File: src/rtl/test_core_sync_edge.sv
`timescale 1ns/1ps
// Multi-stage synchronizer plus rising-edge detector for the adc_rxc strobe.
// An edge is reported only once the synchronized level has been seen low
// after reset, so a strobe already high at reset release is not a frame.
module sync_edge #(
  parameter int STAGES = 2
) (
  input  logic clk,
  input  logic rst,
  input  logic async_in,
  output logic rise
);

  logic [STAGES-1:0] chain_reg;
  logic [STAGES-1:0] valid_reg;
  logic              prev_reg;
  logic              armed_reg;
  logic              sync_out;

  assign sync_out = chain_reg[STAGES-1];

  // Synchronizer chain, fill tracker, edge history and low-seen arming.
  always_ff @(posedge clk or posedge rst) begin
    if (rst) begin
      chain_reg <= '0;
      valid_reg <= '0;
      prev_reg  <= 1'b0;
      armed_reg <= 1'b0;
    end else begin
      chain_reg <= {chain_reg[STAGES-2:0], async_in};
      valid_reg <= {valid_reg[STAGES-2:0], 1'b1};
      prev_reg  <= sync_out;
      if (valid_reg[STAGES-1] && !sync_out) begin
        armed_reg <= 1'b1;
      end
    end
  end

  assign rise = armed_reg & sync_out & ~prev_reg;

endmodule

File: config.mk
export PLATFORM = sky130hd
export DESIGN_NAME = sync_edge
export DESIGN_NICKNAME = d
export VERILOG_FILES = /design/src/rtl/test_core_sync_edge.sv
export SDC_FILE = /design/constraint.sdc
export NUM_CORES = 1
export LEC_CHECK = 0
export CAP_MARGIN = 20
export CORE_AREA = 2 2 39 41
export CTS_CLUSTER_SIZE = 25
export DETAILED_ROUTE_END_ITERATION = 6
export DIE_AREA = 0 0 41 43
export PLACE_DENSITY_LB_ADDON = 0.15
export SETUP_SLACK_MARGIN = 0.2
export SLEW_MARGIN = 20
export SYNTH_ARGS = -nofsm -noshare
export SYNTH_HDL_FRONTEND = slang
export SYNTH_SLANG_ARGS = --single-unit
export TNS_END_PERCENT = 50
File: constraint.sdc
create_clock -name clk -period 2.47 [get_ports clk]
set_clock_uncertainty 0.2 [all_clocks]
set_input_delay 0.494 -clock clk [delete_from_list [all_inputs] [get_ports clk]]
set_output_delay 0.494 -clock clk [all_outputs]
set_load 0.03 [all_outputs]
==> flow_summary.json <==
{
  "status": "completed",
  "p_switching_mw": 0.0404,
  "layout-drive-gt1-share": 0.235,
  "cp_data_arrival_time_ps": 1470,
  "startpoint": "chain_reg[1]$_DFF_PP0_",
  "fin_tns_setup_ps": 0,
  "crit_required_ps": 1780,
  "synth_compound_area_frac": 0.0414,
  "fin_nets": 22,
  "ys_seq_area_frac": 0.828,
  "antenna_found_initial": 0,
  "hp-class": "flip-flop to flip-flop",
  "syn_inst": 11,
  "root_buffer": "clkbuf_4",
  "tritoncts": "done",
  "hold_viol": 0,
  "intPower_mw": 0.163,
  "yosys.area_share.simple": 0.0690,
  "gp_congestion": 0.532,
  "drc_errors": 0,
  "gr-total-overflow": 0,
  "grt_pass1_vias": 93,
  "layout.cells.non_filler": 33,
  "core_area_mm2": 0.00138,
  "hp-start": "valid_reg[0]$_DFF_PP0_",
  "drv_cap": 0,
  "avgSynthCellArea_um2": 16.5,
  "io_buffers": 3,
  "synth_fa_ha_area_frac": 0,
  "fill_cells": 149,
  "final_common_cell": "dfrtp_1",
  "clk_pin_slew_ps": 50,
  "cp_max_fo": 2,
  "pwr-share-clk": 0.438,
  "ctsResizeCount": 0,
  "die_h_um": 43,
  "rsz0062_at_grt": "no",
  "die_x_um": 41,
  "syn_nets": 14,
  "grt_max_degree": 7,
  "htreeDepth": 1,
  "hold_buffers": 0,
  "numCtsBuffers": 3,
  "yosys_warnings": 0,
  "r2r_cells": 2,
  "crit_type": "flip-flop to primary output",
  "grt_pass1_wl_um": 338,
  "endpoint": "rise",
  "synth.cell_area_um2": 181,
  "vias": 86,
  "r2r-start": "chain_reg[1]$_DFF_PP0_",
  "drtIter0Drc": 0,
  "reg2reg_slack_ps": 1600,
  "fmaxAchievable_mhz": 463,
  "netSwitchingFraction": 0.199,
  "postRouteAntennaNets": 0,
  "post_cts_buffers": 0,
  "synth-xor-area-share": 0,
  "start_util": 0.131,
  "diodes": 0,
  "p_seq_frac": 0.512,
  "routed_wl_um": 199,
  "synthToLayoutAreaGrowth_pct": 40.0,
  "worstSetupStartpointType": "flip-flop",
  "clock_latency_ps": 240,
  "dp_cells": 30,
  "grt_usage": 0.0365,
  "comb_power_share": 0.049,
  "r2r-end": "armed_reg$_DFFE_PP0P_",
  "rows": 14,
  "finalCritPeriodShare": 0.875,
  "synthDistinctLibCells": 5,
  "via_per_inst": 2.61,
  "synth_top_family_by_area": "simple AND/OR/NAND/NOR gates",
  "synth-seq-cells": 6,
  "period_needed_ps": 2160,
  "slew_violations": 0,
  "muxShareOfSynthArea": 0,
  "ios": 4,
  "drt_first_pass_iters": 1,
  "wire_per_inst_um": 6.03,
  "setup_viol": 0,
  "dieArea_mm2": 0.00176,
  "clk_path_buf_depth": 2,
  "final_cell_mix": "dfrtp_1, clkbuf_4, clkdlybuf4s50_1",
  "p_leak_nw": 0.113,
  "cts.sinks": 6,
  "p_per_area_mw_per_mm2": 799,
  "ir_drop_mv": 0.184,
  "worstSetupEndpointType": "primary output"
}
[cells in the mapped netlist]
master | number | area (um2)
dfrtp_1 | 6 | 150
conb_1 | 1 | 3.75
inv_1 | 2 | 7.51
a21o_1 | 1 | 7.51
nor3b_2 | 1 | 12.5
[worst max-delay path, stage by stage (launching register included)]
cell and delay, ps:
dfrtp_1 330, inv_1 60, nor3b_2 160, clkdlybuf4s50_1 680
[through the flow]
step	hold WS [ps]	setup WS (ps)	area (um2)	power [mW]	util
finish	144	309	254	0.203	0.184
global route	155	252	254	0.216	0.184
CTS	145	289	254	0.207	0.184
detailed placement	135	551	231	0.116	0.167
global placement	133	551	231	0.116	0.167
floorplan	85.0	951	181	0.110	-
[how the worst min path moves through the flow]
| stage | to | depth (start not counted) |
|---|---|---|
| 2_1_floorplan | armed_reg$_DFFE_PP0P_ | 1 |
| 3_3_place_gp | valid_reg[1]$_DFF_PP0_ | 0 |
| 3_5_place_dp | valid_reg[1]$_DFF_PP0_ | 0 |
| 4_1_cts | valid_reg[1]$_DFF_PP0_ | 0 |
| 5_1_grt | chain_reg[1]$_DFF_PP0_ | 0 |
| 6_report | valid_reg[1]$_DFF_PP0_ | 0 |
[power groups by stage]
stage | Combinational, mW | Sequential (mW) | Clock, mW
4_1_cts | 0.0104 | 0.104 | 0.0923
3_3_place_gp | 0.0102 | 0.105 | 0
5_1_grt | 0.0113 | 0.104 | 0.100
2_1_floorplan | 0.00485 | 0.105 | 0
6_report | 0.0100 | 0.104 | 0.0890
3_5_place_dp | 0.0104 | 0.106 | 0
[cell type report]
type	instances	area [um2]	area share
clock buffers	3	22.5	0.0887
well taps	16	20.0	0.0788
inverters	2	7.51	0.0296
multi-input cells	3	23.8	0.0936
flip-flops and latches	6	150	0.591
repair buffers	3	30.0	0.118
[cells by family (layout without fill, tap and decap cells)]
logic type | Yosys count | count (layout)
and+or+nand+nor | 1 | 1
AOI/OAI and AO/OA | 1 | 1
other | 1 | 1
buffers and inverters | 2 | 8
DFF | 6 | 6
[routing by layer]
metal / global-route usage / wire [um] / vias to the layer above
li1: - / - / 44
met1: 0.0397 / 87 / 38
met2: 0.0281 / 88 / 4
met3: 0.0314 / 24 / 0
met4: 0.0600 / 0 / 0
met5: 0 / 0 / -
(Power assumes the default switching activity.)
